<file path="src/rtl/nf_xge_link_monitor.sv">
`default_nettype none
// ============================================================================
// Module   : nf_xge_link_monitor
// Purpose  : Per-port 10G link-status monitor. Debounces link state, counts
//            link flaps, latches sticky faults and raises a maskable interrupt.
//            A one-cycle-latency read port snapshots and optionally clears
//            each port's registers.
// Revision : 1.0 - initial release
// ============================================================================
module nf_xge_link_monitor #(
  parameter int C_NUM_PORTS       = 4,
  parameter int C_STATUS_WIDTH    = 10,
  parameter int C_DEBOUNCE_CYCLES = 1024,
  parameter int C_CNT_WIDTH       = 16
) (
  input  logic                                  axis_aclk,
  input  logic                                  axis_aresetn,
  input  logic [C_NUM_PORTS*C_STATUS_WIDTH-1:0] status_in,
  input  logic [C_NUM_PORTS-1:0]                status_valid,
  input  logic [C_NUM_PORTS-1:0]                irq_mask,
  output logic [C_NUM_PORTS-1:0]                link_up,
  output logic                                  irq,
  input  logic                                  rd_req,
  input  logic [3:0]                            rd_port_sel,
  input  logic                                  rd_clear,
  output logic                                  rd_ack,
  output logic [C_CNT_WIDTH+4+C_STATUS_WIDTH-1:0] rd_data
);

  localparam int c_DB_W = $clog2(C_DEBOUNCE_CYCLES);
  localparam int c_RD_W = C_CNT_WIDTH + 4 + C_STATUS_WIDTH;
  localparam logic [c_DB_W-1:0] c_DB_LAST = c_DB_W'(C_DEBOUNCE_CYCLES - 1);

  logic [C_NUM_PORTS-1:0] w_link_up;
  logic [C_NUM_PORTS-1:0] w_pending;
  logic [c_RD_W-1:0]      w_word [C_NUM_PORTS];
  logic [c_RD_W-1:0]      w_rd_word;
  logic                   r_irq;
  logic                   r_rd_ack;
  logic [c_RD_W-1:0]      r_rd_data;

  for (genvar p = 0; p < C_NUM_PORTS; p++) begin : g_port
    logic [C_STATUS_WIDTH-1:0] r_latched;
    logic [c_DB_W-1:0]         r_db_cnt;
    logic                      r_link;
    logic                      r_pending;
    logic                      r_down;
    logic                      r_fault;
    logic [C_CNT_WIDTH-1:0]    r_flap;

    logic [C_STATUS_WIDTH-1:0] w_sample;
    logic                      w_raw;
    logic                      w_toggle;
    logic                      w_fall;
    logic                      w_clr;

    assign w_sample = status_in[p*C_STATUS_WIDTH +: C_STATUS_WIDTH];
    assign w_raw    = r_latched[0];
    assign w_toggle = (w_raw != r_link) && (r_db_cnt == c_DB_LAST);
    assign w_fall   = w_toggle && r_link;
    assign w_clr    = rd_req && rd_clear && (rd_port_sel == 4'(p));

    // Sample, debounce and event/sticky tracking; a same-edge event beats a clear
    always_ff @(posedge axis_aclk) begin
      if (!axis_aresetn) begin
        r_latched <= '0;
        r_db_cnt  <= '0;
        r_link    <= 1'b0;
        r_pending <= 1'b0;
        r_down    <= 1'b0;
        r_fault   <= 1'b0;
        r_flap    <= '0;
      end else begin
        if (status_valid[p]) r_latched <= w_sample;

        if (w_raw == r_link) begin
          r_db_cnt <= '0;
        end else if (r_db_cnt == c_DB_LAST) begin
          r_db_cnt <= '0;
          r_link   <= ~r_link;
        end else begin
          r_db_cnt <= r_db_cnt + c_DB_W'(1);
        end

        if (w_toggle)   r_pending <= 1'b1;
        else if (w_clr) r_pending <= 1'b0;

        if (w_fall)     r_down <= 1'b1;
        else if (w_clr) r_down <= 1'b0;

        if (status_valid[p] && (w_sample[8] || w_sample[9])) r_fault <= 1'b1;
        else if (w_clr)                                      r_fault <= 1'b0;

        if (w_fall) begin
          if (w_clr)              r_flap <= C_CNT_WIDTH'(1);
          else if (r_flap != '1)  r_flap <= r_flap + C_CNT_WIDTH'(1);
        end else if (w_clr) begin
          r_flap <= '0;
        end
      end
    end

    assign w_link_up[p] = r_link;
    assign w_pending[p] = r_pending;
    assign w_word[p]    = {r_flap, r_fault, r_down, r_pending, r_link, r_latched};
  end

  // Read mux; unmatched selects (out-of-range ports) return zero
  always_comb begin
    w_rd_word = '0;
    for (int i = 0; i < C_NUM_PORTS; i++) begin
      if (rd_port_sel == 4'(i)) w_rd_word = w_word[i];
    end
  end

  // Registered interrupt and read response; rd_data holds between requests
  always_ff @(posedge axis_aclk) begin
    if (!axis_aresetn) begin
      r_irq     <= 1'b0;
      r_rd_ack  <= 1'b0;
      r_rd_data <= '0;
    end else begin
      r_irq    <= |(w_pending & irq_mask);
      r_rd_ack <= rd_req;
      if (rd_req) r_rd_data <= w_rd_word;
    end
  end

  assign link_up = w_link_up;
  assign irq     = r_irq;
  assign rd_ack  = r_rd_ack;
  assign rd_data = r_rd_data;

endmodule
`default_nettype wire

</file>
<file path="config.mk">
export PLATFORM = sky130hd
export DESIGN_NAME = nf_xge_link_monitor
export DESIGN_NICKNAME = d
export VERILOG_FILES = /design/src/rtl/nf_xge_link_monitor.sv
export SDC_FILE = /design/constraint.sdc
export NUM_CORES = 1
export LEC_CHECK = 0
export BUFFER_PORTS_ARGS = -buffer_cell sky130_fd_sc_hd__buf_2
export CORE_MARGIN = 2
export CORE_UTILIZATION = 45
export DETAILED_ROUTE_END_ITERATION = 8
export PLACE_DENSITY = 0.62
export SYNTH_ARGS = -nofsm -noshare
export SYNTH_HDL_FRONTEND = slang
export SYNTH_SLANG_ARGS = --single-unit
</file>
<file path="constraint.sdc">
create_clock -name axis_aclk -period 6.8 [get_ports axis_aclk]
set_input_delay 0.34 -clock axis_aclk [delete_from_list [all_inputs] [get_ports axis_aclk]]
set_output_delay 0.34 -clock axis_aclk [all_outputs]
set_load 0.02 [all_outputs]
</file>
* After elaboration in Yosys (flattened, before gate mapping) *
Cells that the tools add are included.

word-level totals
  memories = 0
  register bits after elaboration = 192
  memory bits (writable) = 0
  output and inout bits = 36
  latch bits = 0
  memory bits (read-only) = 0
  logic and storage cells = 155
  input bits = 56

cells by class
  bitwise operators = 10
  div/mod/pow operators = 0
  multiplexer cells = 36
  shifts and indexed selects = 0
  magnitude comparators = 0
  $add $sub $neg = 8
  eq/ne operators = 19
  $mul = 0
  reductions and logical operators = 51

operator list
  kind                                                  number
  2-to-1 mux 16 bit                                     16
  2-to-1 mux 30 bit                                     4
  adder 16 x 1 -> 16 bit (second input constant)        4
  inequality test 16 bit (second input constant)        4
  adder 10 x 1 -> 10 bit (second input constant)        4
  equality test 10 bit (second input constant)          4
  nonzero test 2 bit                                    16
  logical AND 1 bit                                     17
  2-to-1 mux 1 bit                                      16
  AND reduction 2 bit                                   8
  OR reduction 3 bit                                    4
  inverter 1 bit                                        9
  equality test 4 x 2 -> 1 bit (second input constant)  2
  AND 4 bit                                             1
  equality test 1 bit                                   4
  equality test 4 x 1 -> 1 bit (second input constant)  1
  logical NOT 4 bit                                     1
  logical OR 1 bit                                      4
  inequality test 1 bit                                 4
  OR reduction 4 bit                                    1

* Depth between registers and ports, before layout *
  depth in word-level cells = 5
  depth in mapped cells = 9
  gate-level depth less buffers = 6

* Worst setup path after synthesis *
Ideal clock, no wire load.

  path type = flip-flop to flip-flop
  start point = reg g_port[2].r_db_cnt[0]
  end point = reg g_port[2].r_flap[15]
  setup time = 0.071 ns
  setup slack = 4.625 ns
  cell stages (with the launch flop) = 9
  data required time = 6.729 ns
  clock period less this slack = 2.175 ns
  arrival time = 2.104 ns
  buffers on the path = 2
  path through = dfxtp_1 > ha_1 > nand3_1 > or3_1 > buf_6 > or2_0 > buf_2 > or4_1 > a21oi_1

on the way
  longest elaborated chain between the ends = 5
  elaborated cells on any way between the ends = 6
  classes of those cells = eq/ne (1); mux (1); reduce/logical (4)

RTL lines
  item                           RTL line  text
  start: declaration             44        logic [c_DB_W-1:0] r_db_cnt;
  start signal: assignment       82        r_db_cnt <= r_db_cnt + c_DB_W'(1);
  equality test 10 bit *         59        assign w_toggle = (w_raw != r_link) && (r_db_cnt == c_DB_LAST);
  logical AND 1 bit *            59
  logical AND 1 bit *            60        assign w_fall = w_toggle && r_link;
  nonzero test 2 bit (no line)   n/a
  AND reduction 2 bit (no line)  n/a
  end signal: assignment         96        else if (r_flap != '1) r_flap <= r_flap + C_CNT_WIDTH'(1);
  end: declaration               49        logic [C_CNT_WIDTH-1:0] r_flap;

Every way passes the cells marked *; elsewhere a longest branch is shown, timed or not.
A chain may end at the register's enable or synchronous reset.

* Final worst setup path *
  start point = reg g_port[3].r_db_cnt[0]
  end point = reg g_port[3].r_flap[5]

on the way
  longest elaborated chain between the ends = 5
  elaborated cells on any way between the ends = 6
  classes of those cells = eq/ne (1); mux (1); reduce/logical (4)

RTL lines
  item                           RTL line
  start: declaration             44
  start signal: assignment       82
  equality test 10 bit *         59
  logical AND 1 bit *            59
  logical AND 1 bit *            60
  nonzero test 2 bit (no line)   n/a
  AND reduction 2 bit (no line)  n/a
  end signal: assignment         96
  end: declaration               49

Marks and branches as above.

==> out/metrics.cfg <==
[status]
outcome=finished clean

[worst_setup_path]
r2r_cells=6
crit_path_end=g_port[3].r_flap[5]
criticalPathCategory=register to register
startpoint=g_port[3].r_db_cnt[0]
path_max_fanout=11
r2r_end=g_port[3].r_flap[5]
cpMaxStageDelayCell=nor4_2
worstPathArrival_ns=3.02
cp_data_required_time_ns=7.16
crit_chain=ha_1, nand4_1, nor4_2, o311ai_2, or3_1, a21oi_1
cp_top_family=simple AND/OR/NAND/NOR gates
end_kind=register
path_buf_inv=0
reg2reg_slack_ns=4.13
r2r-start=g_port[3].r_db_cnt[0]
crit_cells=6
cpPeakStageDelay_ns=0.91
cp-start-kind=register

[floorplan]
initial_core_util_pct=45.9
die-height_um=145
io_pins=92
core_um2=19400
fp.dieArea_um2=20900
rows=51
die_w_um=145

[synth]
post-synth-top-count-cell=dfxtp_1
ys_seq_area_share_pct=43.2
yosysTopAreaCellShare_pct=43.2
syn_inst=1017
yosys_warnings=0
ys_top_cells_by_area=dfxtp_1, mux2i_1, o21ai_0
synthFlopType=dfxtp_1
synth_edf_count=0
postSynthAreaPerCell_um2=8.75
async_reset_ff_share_pct=0
netlist_area_um2=8890
synth.net_count=1081
synth_cell_types=50
synth_top_area_cell=dfxtp_1
netlist_top_cells_count=dfxtp_1, nor2_1, o21ai_0, mux2i_1, nand2_1
ys_ff_latch=192

[clock_tree]
clockBufferDepth=2
htreeDepth=4
clock-sinks=192
post_cts_resized=0
numCtsBuffers=17
cts_tree=built
path_clk_slew_ns=0.08
root_buffer=clkbuf_16
cts_hold_buf=0
cts_setup_buffers=0
clock_latency_ns=0.43

[grt]
grt_usage_pct=21.5
grt_pass1_vias=6813
grt_max_degree=86
antenna_found_initial=0
grt_pass1_wl_um=35300
overflow=0

[drt]
drt-initial-drc-count=503
drc=0
antenna_left=0
vias_per_cell=5.44
dr.pass1.iters=5
wl_per_cell_um=15.8
routed_wl_um=21400
dr_total_vias=7356

[timing]
rsz0062_at_grt=false
finalSetupViolCount=0
fin_skew_ns=0.00984
fin_ws_ns=4.13
slew_headroom_pct=22.2
fin_crit_sh_pct=39.2
tns_ns=0
drv_slew=0
max_freq_mhz=375
tightest_slew_ns=1.16
post-route-min-period_ns=2.67
hold_viol=0

[placed_design]
gp_congestion=0.841
pre_cts_slack_ns=4.14
io_buffers=91
hpwlAfterDp_um=15000

[finish]
drive_above_1_share_pct=13.2
antenna_cells=0
seq_area_um2=3840
multi_input_area_um2=4760
nets=1137
fillers=1944
area_growth_pct=13.1

[flow_run]
drv_cap=0

[power_and_ir_drop]
power_density_nw_per_um2=229
p_leak_nw=3.68
peakVddDrop_uv=173

[worst_hold_path]
hp-class=input port to register
hold_depth=3

==> worst min path at each step <==
stage / start / to / slack [ns]
finish: status_in[22] / g_port[2].r_latched[2] / 0.16
global route: status_in[34] / g_port[3].r_latched[4] / 0.15
CTS: status_in[20] / g_port[2].r_latched[0] / 0.15
detailed placement: g_port[0].r_db_cnt[0] / g_port[0].r_db_cnt[0] / 0.45
global placement: g_port[1].r_db_cnt[0] / g_port[1].r_db_cnt[0] / 0.44
floorplan: g_port[1].r_db_cnt[0] / g_port[1].r_db_cnt[0] / 0.43
==> sequential cells by signal (all words and copies together) (netlist names) <==
| name | cells |
|---|---|
| g_port.r_pending | 4 |
| g_port.r_latched | 40 |
| rd_data | 30 |
| g_port.r_flap | 64 |
| irq | 1 |
| g_port.r_link | 4 |
| g_port.r_db_cnt | 40 |
| g_port.r_fault | 4 |
| g_port.r_down | 4 |
| rd_ack | 1 |
==> stage by stage <==
| step | power, mW | cells | cell area (µm²) | hold WS [ns] | utilization, % |
|---|---|---|---|---|---|
| 3_3_place_gp | 1.33 | 1319 | 9480 | 0.443 | 48.9 |
| 3_5_place_dp | 1.33 | 1319 | 9480 | 0.451 | 48.9 |
| 6_report | 2.30 | 1351 | 10100 | 0.160 | 51.9 |
| 2_1_floorplan | 1.28 | 1017 | 8890 | 0.426 | - |
| 5_1_grt | 2.39 | 1351 | 10100 | 0.147 | 51.9 |
| 4_1_cts | 2.32 | 1351 | 10100 | 0.145 | 51.9 |
==> worst register-to-register path, delay by kind of cell (launching register included) <==
kind,cells,cell delay (ns)
fa+ha+maj,1,0.22
simple gates,3,1.45
compound gates,2,0.55
flops,1,0.37
==> final cells by class <==
| type | instances | area share [%] |
|---|---|---|
| clock buffers | 18 | 4.27 |
| well taps | 265 | 3.30 |
| repair buffers | 98 | 5.05 |
| multi-input cells | 753 | 47.3 |
| flip-flops and latches | 192 | 38.2 |
| clock inverters | 14 | 1.48 |
| inverters | 11 | 0.410 |
==> cell usage in the layout (no fill, tap or decap), drive strengths merged, types with 3 or more instances in the layout <==
| master | instances |
|---|---|
| nand2 | 75 |
| and3 | 19 |
| dfxtp | 192 |
| nand2b | 5 |
| nor4 | 19 |
| nor3 | 13 |
| clkinv | 6 |
| and4 | 3 |
| a22oi | 33 |
| nand4 | 39 |
| or4 | 8 |
| a21oi | 46 |
| nor2 | 97 |
| inv | 18 |
| and2 | 10 |
| mux2i | 78 |
| a21boi | 11 |
| or2 | 3 |
| o2111ai | 4 |
| nand3 | 44 |
| ha | 8 |
| or3 | 15 |
| nor2b | 48 |
| xor2 | 31 |
| clkbuf | 18 |
| xnor2 | 42 |
| o21ai | 80 |
| buf | 98 |
==> power breakdown <==
group / leakage [nW] / internal (mW) / switching, mW
Clock: 0.287 / 0.520 / 0.474
Combinational: 1.83 / 0.0552 / 0.0883
Sequential: 1.56 / 1.15 / 0.0148
Total: 3.68 / 1.73 / 0.578
==> cell families after synthesis <==
kind of cell             count (synthesis)  share of synthesized area (%)
AND/OR/NAND/NOR                        407                           23.7
flip-flops                             192                           43.2
AO/OA/AOI/OAI                          187                           12.4
multiplexers                            78                           8.78
XOR/XNOR                                73                           7.19
buffers and inverters                   72                           3.50
adder cells (fa/ha/maj)                  8                           1.13
==> layer usage <==
| layer | routed length (µm) | share of wire, % | vias to the layer above | GRT usage (%) |
|---|---|---|---|---|
| li1 | - | - | 3714 | - |
| met1 | 10800 | 51 | 3486 | 31.4 |
| met2 | 9450 | 44 | 132 | 32.6 |
| met3 | 764 | 3.6 | 24 | 3.84 |
| met4 | 315 | 1.5 | 0 | 5.57 |
| met5 | 0 | 0 | - | 0 |
Note: power is estimated with default switching activity, not from simulation.
